--- config.mk ---
export PLATFORM = sky130hd
export DESIGN_NAME = module_top
export DESIGN_NICKNAME = d
export VERILOG_FILES = /design/src/rtl/module_top.sv
export SDC_FILE = /design/constraint.sdc
export NUM_CORES = 1
export LEC_CHECK = 0
export ABC_AREA = 1
export CORE_MARGIN = 4
export CORE_UTILIZATION = 64
export CTS_BUF_LIST = sky130_fd_sc_hd__clkbuf_16
export DETAILED_ROUTE_END_ITERATION = 12
export PLACE_DENSITY = 0.84
export SLEW_MARGIN = 15
export SYNTH_ARGS = -nofsm -noshare
export SYNTH_HDL_FRONTEND = slang
export SYNTH_SLANG_ARGS = --single-unit
export TNS_END_PERCENT = 30
--- constraint.sdc ---
create_clock -name clock -period 3.35 [get_ports clock]
set_input_delay 0.67 -clock clock [delete_from_list [all_inputs] [get_ports clock]]
set_output_delay 0.67 -clock clock [all_outputs]
set_load 0.03 [all_outputs]
--- src/rtl/module_top.sv ---
// Serial-to-parallel receiver feeding an 8-deep, 8-bit word FIFO.
// Bits arrive on rising edges of write_in and are assembled LSB-first by
// default. Defining MSB_FIRST_EN makes the first received bit land in bit 7.
// Words are popped on rising edges of dequeue_in into data_out.
//
// Handshake: write_in and dequeue_in are level strobes and only their 0->1
// transitions (detected against a registered copy) act. A bit is taken only
// while status_out=1 (queue not full). A pop is taken only when the queue is
// non-empty. A finished word is pushed one clock after its 8th bit.
module module_top (
  input  logic       clock,
  input  logic       reset,
  input  logic       data_in,
  input  logic       write_in,
  input  logic       dequeue_in,
  output logic       status_out,
  output logic [3:0] len_out,
  output logic [7:0] data_out
);

  logic       wr_prev_q, wr_prev_d;
  logic       deq_prev_q, deq_prev_d;
  logic [7:0] shift_q, shift_d;
  logic [2:0] bit_cnt_q, bit_cnt_d;
  logic       push_pend_q, push_pend_d;
  logic [2:0] wptr_q, wptr_d;
  logic [2:0] rptr_q, rptr_d;
  logic [3:0] cnt_q, cnt_d;
  logic [7:0] dout_q, dout_d;
  logic [7:0] mem_q [8];

  logic strobe;
  logic accept;
  logic push;
  logic pop;

  assign status_out = (cnt_q != 4'd8);
  assign len_out    = cnt_q;
  assign data_out   = dout_q;

  assign strobe = write_in & ~wr_prev_q;
  assign accept = strobe & status_out;
  assign push   = push_pend_q;
  // Pop on an empty queue is dropped, even if a push lands on the same edge.
  assign pop    = dequeue_in & ~deq_prev_q & (cnt_q != 4'd0);

  // Next-state logic for deserializer, pointers, count and output word.
  always_comb begin
    wr_prev_d   = write_in;
    deq_prev_d  = dequeue_in;
    shift_d     = shift_q;
    bit_cnt_d   = bit_cnt_q;
    push_pend_d = 1'b0;
    wptr_d      = wptr_q;
    rptr_d      = rptr_q;
    cnt_d       = cnt_q;
    dout_d      = dout_q;

    if (accept) begin
`ifdef MSB_FIRST_EN
      shift_d = {shift_q[6:0], data_in};
`else
      shift_d = {data_in, shift_q[7:1]};
`endif
      // 3-bit counter wraps 7->0 on the 8th bit.
      bit_cnt_d = bit_cnt_q + 3'd1;
      if (bit_cnt_q == 3'd7) begin
        push_pend_d = 1'b1;
      end
    end

    if (push) begin
      wptr_d = wptr_q + 3'd1;
    end

    if (pop) begin
      dout_d = mem_q[rptr_q];
      rptr_d = rptr_q + 3'd1;
    end

    case ({push, pop})
      2'b10:   cnt_d = cnt_q + 4'd1;
      2'b01:   cnt_d = cnt_q - 4'd1;
      default: cnt_d = cnt_q;
    endcase
  end

  // Control and datapath registers, cleared by the asynchronous reset.
  always_ff @(posedge clock or negedge reset) begin
    if (!reset) begin
      wr_prev_q   <= 1'b0;
      deq_prev_q  <= 1'b0;
      shift_q     <= 8'h00;
      bit_cnt_q   <= 3'd0;
      push_pend_q <= 1'b0;
      wptr_q      <= 3'd0;
      rptr_q      <= 3'd0;
      cnt_q       <= 4'd0;
      dout_q      <= 8'h00;
    end else begin
      wr_prev_q   <= wr_prev_d;
      deq_prev_q  <= deq_prev_d;
      shift_q     <= shift_d;
      bit_cnt_q   <= bit_cnt_d;
      push_pend_q <= push_pend_d;
      wptr_q      <= wptr_d;
      rptr_q      <= rptr_d;
      cnt_q       <= cnt_d;
      dout_q      <= dout_d;
    end
  end

  // Queue storage; contents are don't-care until written since count gates reads.
  always_ff @(posedge clock) begin
    if (push) begin
      mem_q[wptr_q] <= shift_q;
    end
  end

endmodule

# [Yosys cells after proc, flatten, opt, wreduce, memory -nomap -nowiden]
# Memory sizes are Yosys's and may differ from the RTL's. A register that Yosys moved wholly into a read port is not among the register bits.
# Index checks and enable logic that the tools add are counted.
[classes] n_addsub=5 n_mul=0 n_div=0 n_lt_le_gt_ge=0 eq_ne=4 shifts=0 mux=5 bitwise=6 reduce_logical=3
[ops] op="$add 3x1->3 const B" count=3
[ops] op="$pmux 4 s2" count=1
[ops] op="$add 4x1->4 const B" count=1
[ops] op="$and 1x1->1" count=4
[ops] op="$mux 1" count=4
[ops] op="$ne 4x4->1 const B" count=1
[ops] op="$reduce_bool 4->1" count=1
[ops] op="$sub 4x1->4 const B" count=1
[ops] op="$eq 3x3->1 const B" count=1
[ops] op="$eq 2x1->1 const B" count=1
[ops] op="$eq 2x2->1 const B" count=1
[ops] op="$not 1->1" count=2
[ops] op="$reduce_bool 2->1" count=1
[ops] op="$logic_not 1->1" count=1
[totals] reg_bits=24 latch_bits=0 ram_bits=64 romBits=0 in_bits=5 out_inout_bits=13 word_cells=32 n_memories=1
[memory_table] name="mem_q" words=8 word_bits=8 rd=1 rd_clocked_by_memory_dff=1 wr=1 line_no="30" source="logic [7:0] mem_q [8];"

# [Longest topological paths before layout]
# Gate-level depths: netlist of the first run.
[depth] word_depth=5 ltp_mapped=14 ltp_nobuf=13

# [Worst setup path before layout of the first run]
# Ideal clock, no wire load.
[synth_path] path_kind="reg2reg" startpoint="register cnt_q[0] (netlist: len_out[0])" endpoint="register cnt_q[2] (netlist: len_out[2])" setup_ps=82 arrival_time_ps=2059 t_required_ps=3268 setup_slack_ps=1209 path_stages_with_launch=14 n_path_buf=1 period_less_slack_ps=2141 cell_sequence="dfrtp_1 -> nor2_2 -> nand2_2 -> nand3_4 -> clkinv_4 -> buf_8 -> ha_1 -> nand2_1 -> inv_1 -> nor2_1 -> ha_1 -> a21oi_1 -> or2_1 -> a31oi_1"
[synth_between] elab_chain_len=4 word_cells_on_any_way=8 classes_between="2 x add/sub; 2 x eq/ne; 1 x mux; 1 x bitwise; 2 x reduce/logical"
[synth_rtl] item="start, declared" line_no="28" source="logic [3:0] cnt_q, cnt_d;"
[synth_rtl] item="start signal, assigned" line_no="108" source="cnt_q <= cnt_d;"
[synth_rtl] item="$reduce_bool 4->1" line_no="45" source="assign pop = dequeue_in & ~deq_prev_q & (cnt_q != 4'd0);"
[synth_rtl] item="$and 1x1->1" line_no="45"
[synth_rtl] item="$eq 2x1->1 / $eq 2x2->1 (equally long branches)" line_no="81" source="case ({push, pop})"
[synth_rtl] item="$pmux 4 s2 / $reduce_bool 2->1 (equally long branches)"
# Several ways; a longest one is shown, not always the timed one.
# A chain may end at the register's enable or synchronous reset.

# [Worst setup path in the final report of the first run]
[layout_path] startpoint="input port dequeue_in" endpoint="register cnt_q[2] (netlist: len_out[2])"
[layout_between] elab_chain_len=4 word_cells_on_any_way=6 classes_between="2 x eq/ne; 1 x mux; 2 x bitwise; 1 x reduce/logical"
[layout_rtl] item="start, declared" line_no="15" source="input logic dequeue_in,"
[layout_rtl] item="$and 1x1->1 * (2 in series)" line_no="45"
[layout_rtl] item="$eq 2x1->1 / $eq 2x2->1 (equally long branches)" line_no="81"
[layout_rtl] item="$pmux 4 s2 / $reduce_bool 2->1 (equally long branches)"
# Every way passes the cells marked *; elsewhere a longest branch is shown, timed or not.

==> out/results.tsv, run 1 <==
metric	value	unit
boundaryPins	18	
area_delta_synth_final	10.8	%
drv_slew	0	
internal_power	2.51	mW
slew_headroom	0.453	
die-area	7610	sq um
grt_max_degree	35	
ys.flop_type	edfxtp_1	
post_cts_resized	0	
fin_skew	0.00519	ns
synth-edff-count	64	
min_period	2.44	ns
async_flop_share	0.333	
grt.total_usage	0.214	
numPlacedInstances	432	
synth_cells	352	
ys.warnings.count	0	
cp_data_arrival_time	2.69	ns
avgSynthCellArea	11.4	sq um
setup_viol	0	
portBuffers	17	
cts_made_buffers	9	
hold_violations	0	
grt_pass1_vias	2552	
num_vias	2604	
coreArea	5990	sq um
initial_core_util	0.671	
cts_tree	yes	
grt_pass1_wl	12200	microns
fin_ws	0.910	ns
worstSetupStartpointType	input port	
die_x	87.2	microns
cp_slowest_cell	clkdlybuf4s50_1	
comb_power_share	0.301	
clk_pin_slew	0.06	ns
crit_chain	clkdlybuf4s50_1 > nand3_4 > clkinv_4 > ha_1 > nand2_1 > inv_1 > nor2_1 > ha_1 > a21oi_1 > or2_1 > a31oi_1	
nets	380	
wirelength	7220	microns
syn_area	4020	sq um
p_leak	1.75	nW
fin_crit_sh	0.728	
seq_power_share	0.444	
avgViaCountPerCell	5.81	
rsz0062_at_grt	false	
required	3.60	ns
status	complete, no violations	
rows	28	
root_buffer	clkbuf_16	
antenna_found_initial	0	
nFillCells	362	
worst_slew_pin_slew	0.817	ns
switching_share	0.361	
grt_overflow	0	
drt_iter0_markers	216	
drive_gt1_frac	0.0724	
holdWs	0.477	ns
clk_path_buf_depth	2	
hp-class	reg2reg	
ctsHtreeMaxLevel	3	
route.detailed.drc	0	
cap_violations	0	
path_class	in2reg	
crit_path_max_incr_delay	0.47	ns
syn_nets	364	
drtPass1Iterations	5	
die_h	87.2	microns
powerDensity	880	nW/um^2
place_congestion	0.809	
cp_max_fo	13	
vdd_drop_max	0.590	mV
cts_sinks	96	
insertion_delay	0.33	ns
wl_per_cell	16.1	microns
switchingPower	1.41	mW
dp_hpwl	4600	microns
cts_hold_buf	0	
cts_setup_buffers	0	
critical_path.endpoint_type	register	
ys_seq_area_frac	0.677	
max_freq	410	MHz
setup_tns	0	ns
ys_ff_latch	96	
fin_cells	448	
num_antenna_cells	0	
cp_common_cell	ha_1	
clockPowerShare	0.255	
postRouteAntennaNets	0	
pre_cts_ws	0.670	ns
synth_cell_types	31	
[registers in the layout (all words and copies together) (netlist names)]
register	count
bit_cnt_q	3
rptr_q	3
mem_q	64
wptr_q	3
wr_prev_q	1
len_out	4
deq_prev_q	1
data_out	8
shift_q	8
push	1
[worst max-delay path: cells and delay by family]
family	cells	cell delay, ns
AOI/OAI and AO/OA	2	0.20
adders and majority gates	2	0.43
buffers and inverters	3	0.68
and+or+nand+nor	4	0.69
[final timing paths]
kind	from	end	slack (ns)	depth (start not counted)
setup / recovery	dequeue_in	len_out[2]	0.91	11
hold / removal	bit_cnt_q[0]	bit_cnt_q[0]	0.48	1
setup reg to reg	len_out[0]	len_out[2]	1.02	12
hold reg to reg	bit_cnt_q[0]	bit_cnt_q[0]	0.48	1
max in group asynchronous	reset	rptr_q[0]	2.32	2
min in group asynchronous	reset	shift_q[4]	0.74	2
[cell type report]
class,instances,area [sq um],area share
inverter,22,90.1,0.0202
clock inverter,7,71.3,0.0160
multi-input combinational,220,1060,0.239
sequential,96,2720,0.611
tap,75,93.8,0.0211
clock buffer,9,225,0.0506
timing repair buffer,19,185,0.0416
[layer usage]
layer / vias to the layer above / GRT usage / part of all wire / wire length, microns
met3: 14 / 0.0445 / 0.054 / 392
met2: 101 / 0.335 / 0.50 / 3640
li1: 1218 / - / - / -
met1: 1271 / 0.284 / 0.42 / 3050
met4: 0 / 0.110 / 0.019 / 137
met5: - / 0 / 0 / 0
[cell usage in the layout, fill, tap and decap left out, types with 2 or more instances in the layout]
master           count
a21oi_1              3
buf_4                2
clkbuf_16            9
clkdlybuf4s50_1     17
clkinv_1             3
clkinv_4             3
dfrtp_1             32
edfxtp_1            64
ha_1                 7
inv_1               18
nand2_1             46
nand3_1             27
nor2_1              80
o21ai_0             35
o21ai_1              6
xnor2_1              3
xor2_1               3
[synth_stat cells, types with 2 or more instances]
| master | count | area (sq um) |
|---|---|---|
| nor2_1 | 80 | 300 |
| o21ai_0 | 35 | 175 |
| o21ai_1 | 6 | 30.0 |
| ha_1 | 7 | 87.6 |
| xor2_1 | 3 | 26.3 |
| nand3_1 | 27 | 135 |
| inv_1 | 18 | 67.6 |
| nand2_1 | 46 | 173 |
| xnor2_1 | 3 | 26.3 |
| buf_6 | 9 | 101 |
| edfxtp_1 | 64 | 1920 |
| dfrtp_1 | 32 | 801 |
| a21oi_1 | 3 | 15.0 |
| buf_4 | 2 | 15.0 |
[power groups by stage]
stage	clock network, mW	logic [mW]	registers (mW)
after floorplan	0	0.810	1.79
after global routing	1.06	1.31	1.77
after detailed placement	0	1.16	1.76
after CTS	1.01	1.18	1.74
after global placement	0	1.10	1.74
final	0.999	1.18	1.74
[stage by stage]
stage                     cell area (sq um)  utilization  power (mW)
final                                  4450        0.743        3.92
after global routing                   4450        0.743        4.13
after CTS                              4450        0.743        3.92
after detailed placement               4160        0.694        2.92
after global placement                 4160        0.694        2.84
after floorplan                        4020            -        2.61
[cells by family (layout without fill, tap and decap cells)]
kind of cell               Yosys count  in the layout  synth area share
and+or+nand+nor                    160            160             0.169
DFF                                 96             96             0.677
AOI/OAI and AO/OA                   47             47            0.0607
buffers and inverters               36             57            0.0576
adders and majority gates            7              7            0.0218
xor gates and xnor gates             6              6            0.0131
Note: power is estimated with default switching activity, not from simulation.
==> run 2, diff against run 1 <==
--- a/config.mk
+++ b/config.mk
@@ -7,10 +7,10 @@
 export LEC_CHECK = 0
 export ABC_AREA = 1
 export CORE_MARGIN = 4
-export CORE_UTILIZATION = 64
+export CORE_UTILIZATION = 54
 export CTS_BUF_LIST = sky130_fd_sc_hd__clkbuf_16
 export DETAILED_ROUTE_END_ITERATION = 12
-export PLACE_DENSITY = 0.84
+export PLACE_DENSITY = 0.75
 export SLEW_MARGIN = 15
 export SYNTH_ARGS = -nofsm -noshare
 export SYNTH_HDL_FRONTEND = slang
==> constraint.sdc (replaced) <==
create_clock -name clock -period 2 [get_ports clock]
set_input_delay 0.4 -clock clock [delete_from_list [all_inputs] [get_ports clock]]
set_output_delay 0.4 -clock clock [all_outputs]
set_load 0.03 [all_outputs]
==> run 2 against run 1 <==
Compared with the run above:
- clock-buffer cell count unchanged
- global-route usage down 3.0 points
- first-iteration DRC count down 15%
- combinational power up 83%
- worst setup slack worse by 0.86 ns
- clock skew up 0.0054 ns
- sequential cell count unchanged
- cell area up 4.6%
- final cell count up 9.8%
- power up 73%
- routed wire length up 3.5%
- critical path depth down 9
==> out/results.tsv, run 2 (synthesis results as in run 1) <==
metric	value	unit
boundaryPins	18	
avgViaCountPerCell	5.24	
fin_skew	0.0106	ns
drtPass1Iterations	4	
nFillCells	550	
place_congestion	0.888	
cts_hold_buf	0	
drv_slew	0	
nets	400	
wl_per_cell	15.2	microns
path_class	reg2out	
ctsHtreeMaxLevel	3	
fin_cells	492	
clk_path_buf_depth	2	
area_delta_synth_final	15.9	%
cp_max_fo	3	
max_freq	513	MHz
vdd_drop_max	0.663	mV
initial_core_util	0.554	
final_common_cell	nor2_1	
final_cell_mix	nor2_1 (78), edfxtp_1 (64), nand2_1 (46)	
cp_data_arrival_time	1.55	ns
cts_sinks	96	
grt_pass1_vias	2604	
drt_iter0_markers	184	
rows	31	
die_x	94.3	microns
num_antenna_cells	0	
largest-register	mem_q	
p_leak	1.85	nW
powerDensity	1450	nW/um^2
grt.total_usage	0.184	
hold_violations	0	
clk_pin_slew	0.07	ns
portBuffers	17	
grt_overflow	0	
drive_gt1_frac	0.145	
root_buffer	clkbuf_16	
worstSetupStartpointType	register	
fin_crit_sh	0.975	
cap_violations	0	
hp-class	in2async	
route.detailed.drc	0	
setup_tns	0	ns
fin_ws	0.0492	ns
antenna_found_initial	0	
wirelength	7480	microns
worst_slew_pin_slew	0.467	ns
utilization	0.642	
dp_hpwl	4860	microns
grt_max_degree	34	
min_period	1.95	ns
multiInputGateArea	1080	sq um
cts_tree	yes	
coreArea	7250	sq um
slew_headroom	0.688	
die-area	8890	sq um
grt_pass1_wl	12400	microns
numPlacedInstances	468	
setup_viol	0	
pre_cts_ws	-0.248	ns
required	1.60	ns
largest_reg_flops	64	
seqCellArea	2730	sq um
status	complete, no violations	
die_h	94.3	microns
cts_made_buffers	9	
postRouteAntennaNets	0	
insertion_delay	0.34	ns
num_vias	2577	
critical_path.endpoint_type	output pin	
run 2: changes by cell type in the layout (fill, tap and decap cells not counted), sizes merged:
cell,delta
clkinv,-3
dlygate4sd2,+1
clkinvlp,+1
clkdlybuf4s50,-1
inv,+2
buf,+20
run 2: critical path, cell delays in order (launching register included):
cell and delay (ns):
dfrtp_2 0.42, buf_4 0.13, clkdlybuf4s50_1 0.66
run 2: final timing paths:
kind / startpoint / endpoint / slack (ns) / cells past startpoint
worst min-delay path: reset / bit_cnt_q[2] / 0.45 / 2
worst min register to register: data_out[3] / data_out[3] / 0.48 / 2
max in group asynchronous: reset / len_out[3] / 1.23 / 2
worst max register to register: len_out[0] / len_out[2] / 0.06 / 12
worst max-delay path: len_out[1] / len_out[1] / 0.05 / 2
min in group clock: data_out[3] / data_out[3] / 0.48 / 2
run 2: timing repair:
item                                   in CTS  in global routing
endpoints found under the hold margin       0                  0
pin swaps                                   0                  3
setup endpoints to repair                   2                  1
gates resized for setup                     2                  2
setup buffers                               0                  8
run 2: through the flow:
stage | hold WS, ns | instance area [sq um] | total power, mW
floorplan | 0.104 | 4030 | 4.39
global placement | 0.462 | 4290 | 4.82
detailed placement | 0.469 | 4290 | 4.93
CTS | 0.467 | 4590 | 6.64
global route | 0.501 | 4660 | 7.17
finish | 0.452 | 4660 | 6.76
run 2: layout make-up:
type | count | area share
Multi-Input combinational cell | 220 | 0.232
Clock buffer | 9 | 0.0484
Clock inverter | 7 | 0.0164
Tap cell | 99 | 0.0266
Inverter | 22 | 0.0193
Timing Repair Buffer | 39 | 0.0717
Sequential cell | 96 | 0.586
run 2: layer usage:
metal / vias to the layer above / GRT usage / wire length [microns] / share of wire
li1: 1253 / - / - / -
met1: 1226 / 0.238 / 3250 / 0.43
met2: 85 / 0.304 / 3730 / 0.50
met3: 13 / 0.0337 / 379 / 0.051
met4: 0 / 0.0794 / 118 / 0.016
met5: - / 0 / 0 / 0
run 2: where the power goes:
group	switching (mW)	internal (mW)
sequential	0.356	2.52
combinational	1.32	0.846
clock	0.740	0.980
==> run 3, diff against run 2 <==
--- a/config.mk
+++ b/config.mk
@@ -6,11 +6,13 @@
 export NUM_CORES = 1
 export LEC_CHECK = 0
 export ABC_AREA = 1
+export ABC_CLOCK_PERIOD_IN_PS = 2250
 export CORE_MARGIN = 4
-export CORE_UTILIZATION = 54
+export CORE_UTILIZATION = 64
 export CTS_BUF_LIST = sky130_fd_sc_hd__clkbuf_16
 export DETAILED_ROUTE_END_ITERATION = 12
-export PLACE_DENSITY = 0.75
+export GPL_ROUTABILITY_DRIVEN = 0
+export PLACE_DENSITY = 0.84
 export SLEW_MARGIN = 15
 export SYNTH_ARGS = -nofsm -noshare
 export SYNTH_HDL_FRONTEND = slang
==> constraint.sdc (replaced) <==
create_clock -name clock -period 2.25 [get_ports clock]
set_input_delay 0.45 -clock clock [delete_from_list [all_inputs] [get_ports clock]]
set_output_delay 0.45 -clock clock [all_outputs]
set_load 0.03 [all_outputs]
==> run 3 against run 2 <==
Compared with the run above:
- cell area decreased by 3.0%
- highest routed layer unchanged
- routed wire length fell by 0.70%
- critical path depth up 1
- first-iteration DRC count increased by 66%
==> out/results.tsv, run 3 (synthesis results as in run 1) <==
metric	value	unit
die_h	87.2	microns
cts_hold_buf	0	
worst_slew_pin_slew	0.655	ns
cp_slowest_cell	clkdlybuf4s50_1	
comb_power_share	0.313	
switching_share	0.357	
total_power	5.82	mW
holdWs	0.479	ns
ctsHtreeMaxLevel	3	
final_cell_mix	nor2_1 (80), edfxtp_1 (64), nand2_1 (46)	
fin_crit_sh	0.967	
largest_reg_flops	64	
die_x	87.2	microns
final_common_cell	nor2_1	
hold_violations	0	
post_cts_resized	0	
cts_tree	yes	
drive_gt1_frac	0.0969	
drtPass1Iterations	6	
critical_path.endpoint_type	output pin	
coreArea	5990	sq um
setup_tns	0	ns
boundaryPins	18	
worstSetupStartpointType	register	
clockPowerShare	0.250	
nFillCells	356	
grt_pass1_wl	11800	microns
route.detailed.drc	0	
num_antenna_cells	0	
hp-class	reg2reg	
rows	28	
drv_slew	0	
avgViaCountPerCell	5.71	
status	complete, no violations	
nets	390	
area_delta_synth_final	12.5	%
grt.total_usage	0.210	
cp_max_fo	5	
internal_power	3.74	mW
num_vias	2610	
crit_chain	nor2_2 > nand3_2 > clkdlybuf4s50_1	
antenna_found_initial	0	
seqCellArea	2720	sq um
cts_setup_buffers	0	
min_period	2.18	ns
largest-register	mem_q	
root_buffer	clkbuf_16	
cp_data_arrival_time	1.73	ns
clk_path_buf_depth	2	
required	1.80	ns
grt_pass1_vias	2444	
initial_core_util	0.671	
seq_power_share	0.437	
rsz0062_at_grt	false	
vdd_drop_max	1.23	mV
rrSetupSlack	0.32	ns
setup_viol	0	
utilization	0.754	
cap_violations	0	
insertion_delay	0.33	ns
path_class	reg2out	
portBuffers	17	
die-area	7610	sq um
crit_path_max_incr_delay	0.62	ns
slew_headroom	0.562	
wirelength	7420	microns
wl_per_cell	16.2	microns
p_leak	1.80	nW
multiInputGateArea	1060	sq um
switchingPower	2.08	mW
fin_skew	0.00595	ns
clk_pin_slew	0.07	ns
max_freq	459	MHz
powerDensity	1290	nW/um^2
grt_max_degree	34	
drt_iter0_markers	305	
grt_overflow	0	
dp_hpwl	4560	microns
cts_sinks	96	
postRouteAntennaNets	0	
cts_made_buffers	9	
run 3: changes by cell type in the layout (fill, tap and decap cells not counted):
| cell | before | now |
|---|---|---|
| nor2_1 | 78 | 80 |
| dfrtp_2 | 4 | 0 |
| clkinv_4 | 1 | 2 |
| ha_2 | 2 | 0 |
| ha_1 | 5 | 7 |
| nor2_4 | 1 | 0 |
| clkdlybuf4s50_1 | 16 | 17 |
| dlygate4sd2_1 | 1 | 0 |
| buf_4 | 22 | 12 |
| inv_1 | 18 | 19 |
| nor2_2 | 2 | 1 |
| dfrtp_1 | 28 | 32 |
| inv_6 | 3 | 0 |
run 3: routing by layer:
layer / vias to the layer above / part of all wire / track usage
met5: - / 0 / 0
met3: 21 / 0.077 / 0.0596
met2: 124 / 0.49 / 0.326
li1: 1232 / - / -
met1: 1233 / 0.41 / 0.272
met4: 0 / 0.023 / 0.103
run 3: path summary, 6_finish.rpt:
kind,end,depth (start not counted),from
max,status_out,3,len_out[0]
min,data_out[6],2,data_out[6]
max reg2reg,len_out[2],12,len_out[0]
min reg2reg,data_out[6],2,data_out[6]
max in group asynchronous,rptr_q[1],2,reset
min in group asynchronous,shift_q[7],2,reset
run 3: power groups by stage:
| stage | Clock, mW | Combinational (mW) | Sequential, mW |
|---|---|---|---|
| after floorplan | 0 | 1.21 | 2.67 |
| after global routing | 1.55 | 2.00 | 2.58 |
| after detailed placement | 0 | 1.78 | 2.57 |
| after CTS | 1.47 | 1.81 | 2.53 |
| final | 1.45 | 1.82 | 2.54 |
| after global placement | 0 | 1.70 | 2.55 |
run 3: layout make-up:
type / count / share of cell area
Sequential cell: 96 / 0.602
Multi-Input combinational cell: 220 / 0.236
Timing Repair Buffer: 29 / 0.0576
Clock buffer: 9 / 0.0498
Tap cell: 75 / 0.0208
Inverter: 22 / 0.0199
Clock inverter: 6 / 0.0138
run 3: metrics by stage:
step | instances | worst slack (ns) | cell area [sq um]
2_1_floorplan | 352 | 0.109 | 4020
3_3_place_gp | 442 | 0.125 | 4230
3_5_place_dp | 442 | 0.0636 | 4230
4_1_cts | 457 | 0.0435 | 4520
5_1_grt | 457 | 0.0101 | 4520
6_report | 457 | 0.0734 | 4520
run 3: critical path: cells and delay by family (launching register included):
family                 cells  cell delay (ns)
and+or+nand+nor            2             0.33
DFF                        1             0.44
buffers and inverters      1             0.62
